--- src/rtl/i2c_pkg.sv ---
// -----------------------------------------------------------------------------
// i2c_pkg
// Shared definitions for the I2C slave protocol engine: FSM state encoding,
// general-call constants and the ACK/NACK bus levels.
// -----------------------------------------------------------------------------
package i2c_pkg;

  typedef enum logic [3:0] {
    ST_IDLE,
    ST_ADDR,
    ST_ADDR_ACK,
    ST_PTR,
    ST_PTR_ACK,
    ST_WR,
    ST_WR_ACK,
    ST_RD,
    ST_RD_ACK,
    ST_IGNORE
  } i2c_state_e;

  localparam logic [6:0] I2C_GC_ADDR  = 7'h00;
  localparam logic [7:0] I2C_GC_SWRST = 8'h06;

  // SDA levels seen on the bus for the acknowledge bit.
  localparam logic ACK  = 1'b0;
  localparam logic NACK = 1'b1;

  // States in which the master drives a byte that the slave shifts in.
  function automatic logic is_rx_state(input i2c_state_e s);
    return (s inside {ST_ADDR, ST_PTR, ST_WR});
  endfunction

endpackage

--- src/rtl/i2c_shift_reg.sv ---
// -----------------------------------------------------------------------------
// i2c_shift_reg
// 8-bit MSB-first shift register with a 3-bit bit counter.
//   clk_i, rst_n_i : clock, asynchronous active-low reset
//   clr_i          : clear bit counter and byte_done (data kept)
//   ld_i/ld_data_i : parallel load (transmit byte), clears counter
//   rx_i, sda_i    : shift SDA in at the LSB, count one bit
//   tx_i           : shift left by one (next bit moves to bit 7), count one bit
//   data_o         : shift register contents
//   cnt_o          : bits shifted since the last clear/load (0..7)
//   byte_done_o    : set once 8 bits have been received
// Priority: clr > ld > rx > tx.
// -----------------------------------------------------------------------------
module i2c_shift_reg (
  input  logic       clk_i,
  input  logic       rst_n_i,
  input  logic       clr_i,
  input  logic       ld_i,
  input  logic [7:0] ld_data_i,
  input  logic       rx_i,
  input  logic       sda_i,
  input  logic       tx_i,
  output logic [7:0] data_o,
  output logic [2:0] cnt_o,
  output logic       byte_done_o
);

  // NOTE: state is updated with non-blocking assignments so every flop samples
  // the pre-edge values, independent of statement order inside the block.
  always_ff @(posedge clk_i or negedge rst_n_i) begin
    if (!rst_n_i) begin
      data_o      <= '0;
      cnt_o       <= '0;
      byte_done_o <= 1'b0;
    end else if (clr_i) begin
      cnt_o       <= '0;
      byte_done_o <= 1'b0;
    end else if (ld_i) begin
      data_o      <= ld_data_i;
      cnt_o       <= '0;
      byte_done_o <= 1'b0;
    end else if (rx_i) begin
      data_o <= {data_o[6:0], sda_i};
      cnt_o  <= cnt_o + 3'd1;
      if (cnt_o == 3'd7) byte_done_o <= 1'b1;
    end else if (tx_i) begin
      data_o <= {data_o[6:0], 1'b0};
      cnt_o  <= cnt_o + 3'd1;
    end
  end

endmodule

--- src/rtl/i2c_slave_ctrl.sv ---
// -----------------------------------------------------------------------------
// i2c_slave_ctrl
// Byte-level I2C slave engine driving a register-file port.
// Parameters:
//   SLAVE_ADDR : 7-bit device address
//   ADDR_W     : register pointer width (wraps modulo 2^ADDR_W)
// Ports:
//   clk_i, rst_n_i          : clock, asynchronous active-low reset
//   start_i, stop_i         : START/repeated-START and STOP pulses (1 clk)
//   scl_rise_i, scl_fall_i  : SCL edge pulses (1 clk)
//   sda_i                   : synchronized SDA level
//   sda_oe_o                : 1 = pull SDA low
//   reg_addr_o              : register pointer
//   reg_wdata_o, reg_we_o   : write data and 1-clk write strobe
//   reg_re_o, reg_rdata_i   : 1-clk read strobe; read data captured next clk
//   busy_o                  : engine not idle
//   sw_reset_o              : general-call software reset pulse
// Build option: define I2C_GEN_CALL_EN to ACK the general-call address (write
// only) and raise sw_reset_o on the software-reset byte 8'h06. Without it the
// general-call address is a mismatch and sw_reset_o is constant 0.
// -----------------------------------------------------------------------------
module i2c_slave_ctrl
  import i2c_pkg::*;
#(
  parameter logic [6:0] SLAVE_ADDR = 7'h40,
  parameter int         ADDR_W     = 8
) (
  input  logic              clk_i,
  input  logic              rst_n_i,
  input  logic              start_i,
  input  logic              stop_i,
  input  logic              scl_rise_i,
  input  logic              scl_fall_i,
  input  logic              sda_i,
  output logic              sda_oe_o,
  output logic [ADDR_W-1:0] reg_addr_o,
  output logic [7:0]        reg_wdata_o,
  output logic              reg_we_o,
  output logic              reg_re_o,
  input  logic [7:0]        reg_rdata_i,
  output logic              busy_o,
  output logic              sw_reset_o
);

`ifdef I2C_GEN_CALL_EN
  localparam logic GC_EN = 1'b1;
`else
  localparam logic GC_EN = 1'b0;
`endif

  i2c_state_e        state_q;
  logic              rw_q;
  logic              gc_q;
  logic              sw_reset_q;
  logic [ADDR_W-1:0] ptr_q;

  logic [7:0] sr_data;
  logic [2:0] sr_cnt;
  logic       sr_done;
  logic       sr_clr, sr_ld, sr_rx, sr_tx;

  logic addr_hit, gc_hit;

  assign addr_hit   = (sr_data[7:1] == SLAVE_ADDR);
  assign gc_hit     = GC_EN && (sr_data == {I2C_GC_ADDR, 1'b0});
  assign reg_addr_o = ptr_q;
  assign busy_o     = (state_q != ST_IDLE);
  assign sw_reset_o = GC_EN && sw_reset_q;

  // Shift register control. START/STOP always restart the bit counter; a
  // received byte is consumed (counter cleared) on the SCL fall that ends it.
  always_comb begin
    // NOTE: every output gets a default first so no path leaves it unassigned,
    // which would otherwise infer a latch.
    sr_clr = 1'b0;
    sr_ld  = 1'b0;
    sr_rx  = 1'b0;
    sr_tx  = 1'b0;
    if (start_i || stop_i) begin
      sr_clr = 1'b1;
    end else begin
      // Read data is returned the clock after the strobe.
      sr_ld = reg_re_o;
      if (scl_rise_i && is_rx_state(state_q) && !sr_done) sr_rx = 1'b1;
      if (scl_fall_i) begin
        if (is_rx_state(state_q) && sr_done) sr_clr = 1'b1;
        if (state_q == ST_RD) begin
          if (sr_cnt == 3'd7) sr_clr = 1'b1;
          else                sr_tx  = 1'b1;
        end
      end
    end
  end

  i2c_shift_reg u_shift (
    .clk_i      (clk_i),
    .rst_n_i    (rst_n_i),
    .clr_i      (sr_clr),
    .ld_i       (sr_ld),
    .ld_data_i  (reg_rdata_i),
    .rx_i       (sr_rx),
    .sda_i      (sda_i),
    .tx_i       (sr_tx),
    .data_o     (sr_data),
    .cnt_o      (sr_cnt),
    .byte_done_o(sr_done)
  );

  always_ff @(posedge clk_i or negedge rst_n_i) begin
    if (!rst_n_i) begin
      state_q     <= ST_IDLE;
      rw_q        <= 1'b0;
      gc_q        <= 1'b0;
      sw_reset_q  <= 1'b0;
      ptr_q       <= '0;
      sda_oe_o    <= 1'b0;
      reg_wdata_o <= '0;
      reg_we_o    <= 1'b0;
      reg_re_o    <= 1'b0;
    end else begin
      reg_we_o   <= 1'b0;
      reg_re_o   <= 1'b0;
      sw_reset_q <= 1'b0;

      // Post-increment after a write, applied regardless of bus events.
      if (reg_we_o) ptr_q <= ptr_q + ADDR_W'(1);

      if (stop_i) begin
        state_q  <= ST_IDLE;
        sda_oe_o <= 1'b0;
      end else if (start_i) begin
        state_q  <= ST_ADDR;
        sda_oe_o <= 1'b0;
        gc_q     <= 1'b0;
      end else begin
        unique case (state_q)
          ST_ADDR: begin
            if (scl_fall_i && sr_done) begin
              if (addr_hit) begin
                state_q  <= ST_ADDR_ACK;
                sda_oe_o <= 1'b1;
                rw_q     <= sr_data[0];
                reg_re_o <= sr_data[0];
              end else if (gc_hit) begin
                state_q  <= ST_ADDR_ACK;
                sda_oe_o <= 1'b1;
                rw_q     <= 1'b0;
                gc_q     <= 1'b1;
              end else begin
                state_q <= ST_IGNORE;
              end
            end
          end

          ST_ADDR_ACK: begin
            if (scl_fall_i) begin
              if (rw_q) begin
                state_q  <= ST_RD;
                sda_oe_o <= ~sr_data[7];
              end else begin
                state_q  <= ST_PTR;
                sda_oe_o <= 1'b0;
              end
            end
          end

          ST_PTR: begin
            if (scl_fall_i && sr_done) begin
              if (gc_q) begin
                // General call: only the software-reset command is ACKed.
                if (sr_data == I2C_GC_SWRST) begin
                  state_q    <= ST_PTR_ACK;
                  sda_oe_o   <= 1'b1;
                  sw_reset_q <= 1'b1;
                end else begin
                  state_q <= ST_IGNORE;
                end
              end else begin
                ptr_q    <= ADDR_W'(sr_data);
                state_q  <= ST_PTR_ACK;
                sda_oe_o <= 1'b1;
              end
            end
          end

          ST_PTR_ACK: begin
            if (scl_fall_i) begin
              state_q  <= gc_q ? ST_IGNORE : ST_WR;
              sda_oe_o <= 1'b0;
            end
          end

          ST_WR: begin
            if (scl_fall_i && sr_done) begin
              state_q     <= ST_WR_ACK;
              sda_oe_o    <= 1'b1;
              reg_we_o    <= 1'b1;
              reg_wdata_o <= sr_data;
            end
          end

          ST_WR_ACK: begin
            if (scl_fall_i) begin
              state_q  <= ST_WR;
              sda_oe_o <= 1'b0;
            end
          end

          ST_RD: begin
            if (scl_fall_i) begin
              if (sr_cnt == 3'd7) begin
                state_q  <= ST_RD_ACK;
                sda_oe_o <= 1'b0;
              end else begin
                // Bit 6 becomes the MSB after this fall's shift.
                sda_oe_o <= ~sr_data[6];
              end
            end
          end

          ST_RD_ACK: begin
            if (scl_rise_i) begin
              if (sda_i == NACK) begin
                state_q <= ST_IGNORE;
              end else begin
                ptr_q    <= ptr_q + ADDR_W'(1);
                reg_re_o <= 1'b1;
              end
            end else if (scl_fall_i) begin
              state_q  <= ST_RD;
              sda_oe_o <= ~sr_data[7];
            end
          end

          default: ; // ST_IDLE, ST_IGNORE: wait for START/STOP
        endcase
      end
    end
  end

endmodule
--- config.mk ---
export PLATFORM = sky130hd
export DESIGN_NAME = i2c_slave_ctrl
export DESIGN_NICKNAME = d
export VERILOG_FILES = /design/src/rtl/i2c_pkg.sv /design/src/rtl/i2c_shift_reg.sv /design/src/rtl/i2c_slave_ctrl.sv
export SDC_FILE = /design/constraint.sdc
export NUM_CORES = 1
export LEC_CHECK = 0
export ABC_AREA = 1
export CAP_MARGIN = 10
export CORE_UTILIZATION = 55
export DETAILED_ROUTE_END_ITERATION = 6
export GPL_TIMING_DRIVEN = 1
export MAX_ROUTING_LAYER = met4
export PLACE_DENSITY = 0.8
export SETUP_SLACK_MARGIN = 0.2
export SLEW_MARGIN = 15
export SYNTH_ARGS = -nofsm -noshare
export SYNTH_HDL_FRONTEND = slang
export SYNTH_HIERARCHICAL = 1
export SYNTH_SLANG_ARGS = --single-unit
export TNS_END_PERCENT = 50
--- constraint.sdc ---
create_clock -name clk_i -period 3.9 [get_ports clk_i]
set_input_delay 0.39 -clock clk_i [delete_from_list [all_inputs] [get_ports clk_i]]
set_output_delay 0.39 -clock clk_i [all_outputs]
set_load 0.01 [all_outputs]
==> metrics <==
met2 WL=2.95 mm; CTS root buffer=clkbuf_8; vias in the first global route=about 2400; clk_lat worst skew=0.30 ns; placed cell area=~2900 µm²; final critical-path share of the clock period=between 50% and 60%; number of antenna violations at the first check in global routing=0; final core occ=slightly below 70%; final net count=between 400 and 500; Startpoint Class=input port; largest family of logic cells by synthesized area=simple AND/OR/NAND/NOR gates; antenna cells=0; EDFF count, synth=0; Post-synth ARST share=100%; cts-stage hold buffer count=0; Die Wd=about 70 µm; # IOs=36; clk slew on worst S/H paths=approximately 0.070 ns; commonest non-fill, non-tap cells in the layout=nand2_1 (126), inv_1 (50), nand3_1 (44), dfrtp_1 (36), clkdlybuf4s50_1 (34); category of the critical setup timing path=in2reg; final worst slack=between 1.5 and 2 ns; status=finished clean; Slew headroom=approximately 62%; leakage power=about 1.5 nW; Crit path required time=a little over 4 ns; Port-buffer cells=34; DRT Wirelength=about 5.9 mm; TritonCTS clock tree=built; Synth Register Bits=36; post-synth design cell area=about 2500 µm²; row cnt=24; final instance area=roughly 3000 µm²; fill cell count=about 390; CP Capture Type=flip-flop; cell count along the critical path=9; met1 wire length=~2.6 mm; # setup viols final=0; Primary FF master, synth=dfrtp_1; GRT overflow=0; Highest Signal Layer=met4; DR vias=between 2000 and 2500; max incr delay on CP=0.46 ns; RSZ-0062 raised after global routing=false; synth warn=6; Post-Synth XOR/XNOR Area=about 1.4%; max-slew violations=0; post-synthesis adder-cell area fraction=around 1.5%; actual slew at the worst max-slew pin=around 0.56 ns; CORE AREA=between 4000 and 5000 µm²; RR Endpoint=u_shift/data_o[2]; fmax=~460 MHz; Initial DRT Pass Iterations=5; max cap viols=0; # resized after CTS=0; H-tree level count=2; Final Hold Fails=0; Crit. Startpoint=start_i; GRT Total Usage=27.1%; slowest CP cell=clkdlybuf4s50_1; Clock Sinks=36; clock skew=~0.0098 ns; Post-Synthesis Cells=approximately 370; pre-CTS setup slack=approximately 1.4 ns; DPL Wire Length=approximately 4.5 mm; register area share after synthesis=roughly 36%; Power Density=about 340 nW/µm²; first-pass GRT wire length=10.3 mm; Hold Worst Slack=around 0.48 ns; CTS Buf Count=5; remaining antenna violation count=0; Via density=about 5.5; largest net degree at the start of global routing=37; Syn Nets=around 390; Yosys top cell by area=dfrtp_1; Synth top area share=between 30 and 40%; Die Ht=approximately 70 µm; # DRC=0; mux cell area share after synthesis=0%; routability cong.=1.00; post-synthesis compound-gate area fraction=roughly a tenth; r2r setup slk=a little under 2 ns; CP Capture Point=u_shift/data_o[2]; DR iter-0 viols=145; Synth area leaders=dfrtp_1 (36%), nand2_1 (19%), nand3_1 (8.7%); die area=between 4000 and 5000 µm²; setup_tns=0 ns; commonest non-fill, non-tap cell in the layout=nand2_1; Peak VDD IR=0.000165 V; worst r2r path cells=9; CP most frequent cell=nand2_1; Buffers & Inverters on Critical Path=3; layout cell share with drive strength beyond 1=11.9%; setup repair bufs after CTS=0; worst-path fanout max=19; final worst path period need=between 2 and 2.5 ns; post-synthesis simple-gate area fraction=between 40% and 50%; crit path DAT=roughly 2.4 ns; routed wl met3=~250 µm; clk buf depth=2; initial core utilization=between 50% and 60%; HP Class=reg2reg; Syn Area/Cell=slightly below 7 µm²; crit-path leading delay family=buffers and inverters; crit-path cells=clkdlybuf4s50_1 > nor2_4 > inv_1 > nor2_1 > buf_4 > nor2_8 > a21oi_4 > nand2_1 > nand2_1; post-DR wirelength/cell=~13 µm; r2r startpoint=state_q[2]; Synth cell types=33; Layout area overhead=18.8%
-- cell usage after synthesis (4+ instances only) --
library cell	number
nor2_4	6
o21ai_1	4
nand2_1	126
o21ai_2	7
nand2_4	5
inv_2	6
nand2_2	6
o21ai_0	18
nand3_1	44
dfrtp_1	36
inv_1	50
a21oi_1	5
nor2_1	20
nor3_1	4
-- per-stage QoR --
step	instances	power, mW
after CTS	457	1.04
after floorplan	368	0.598
after global routing	457	1.08
final	457	1.03
after global placement	449	0.701
after detailed placement	449	0.704
-- area by class of cell --
| type | instances | area, µm² | area share, % |
|---|---|---|---|
| timing repair buffer | 36 | 355 | 11.8 |
| tap | 52 | 65.1 | 2.16 |
| clock inverter | 3 | 42.5 | 1.41 |
| inverter | 56 | 210 | 6.99 |
| multi-input combinational | 269 | 1370 | 45.4 |
| sequential | 36 | 901 | 30.0 |
| clock buffer | 5 | 68.8 | 2.29 |
-- worst register-to-register path: stages (launching register included) --
cell     delay [ns]
dfrtp_1        0.46
nor2_2         0.29
nand2_2        0.11
nand2_2        0.10
nand3_1        0.07
nor2_1         0.37
nor2_8         0.07
a21oi_4        0.24
nand2_1        0.09
nand2_1        0.07
-- routing by layer --
layer,up-vias,track usage (%)
li1,1228,-
met1,1155,32.1
met2,91,45.3
met3,21,4.62
met4,0,12.4
met5,-,-
-- registers in the layout (all words and copies together), names as in the netlist --
register and flops:
u_shift/byte_done_o 1, reg_wdata_o 8, state_q 4, u_shift/data_o 8, reg_addr_o 8, u_shift/cnt_o 3, reg_re_o 1, reg_we_o 1
sda_oe_o 1, rw_q 1
-- worst min-delay path by stage --
stage                    from             end  cells after the start
3_3_place_gp   reg_wdata_o[5]  reg_wdata_o[5]                      2
3_5_place_dp   reg_wdata_o[5]  reg_wdata_o[5]                      2
5_1_grt        reg_wdata_o[5]  reg_wdata_o[5]                      2
6_report       reg_wdata_o[5]  reg_wdata_o[5]                      2
2_1_floorplan         rst_n_i   reg_addr_o[0]                      0
4_1_cts        reg_wdata_o[5]  reg_wdata_o[5]                      2
-- cell families (layout without fill, tap and decap cells) --
family | count (synthesis) | after routing
adder cells (fa/ha/maj) | 3 | 3
buffers and inverters | 63 | 100
other | 1 | 1
AND/OR/NAND/NOR | 220 | 220
AO/OA/AOI/OAI | 41 | 41
flip-flops | 36 | 36
XOR/XNOR | 4 | 4
-- power breakdown --
group / leakage, nW / internal (mW) / switching, mW
sequential: 0.495 / 0.401 / 0.0394
clock: 0.0541 / 0.189 / 0.141
combinational: 0.989 / 0.112 / 0.150
total: 1.54 / 0.702 / 0.330
Note: power is estimated with default switching activity, not from simulation.
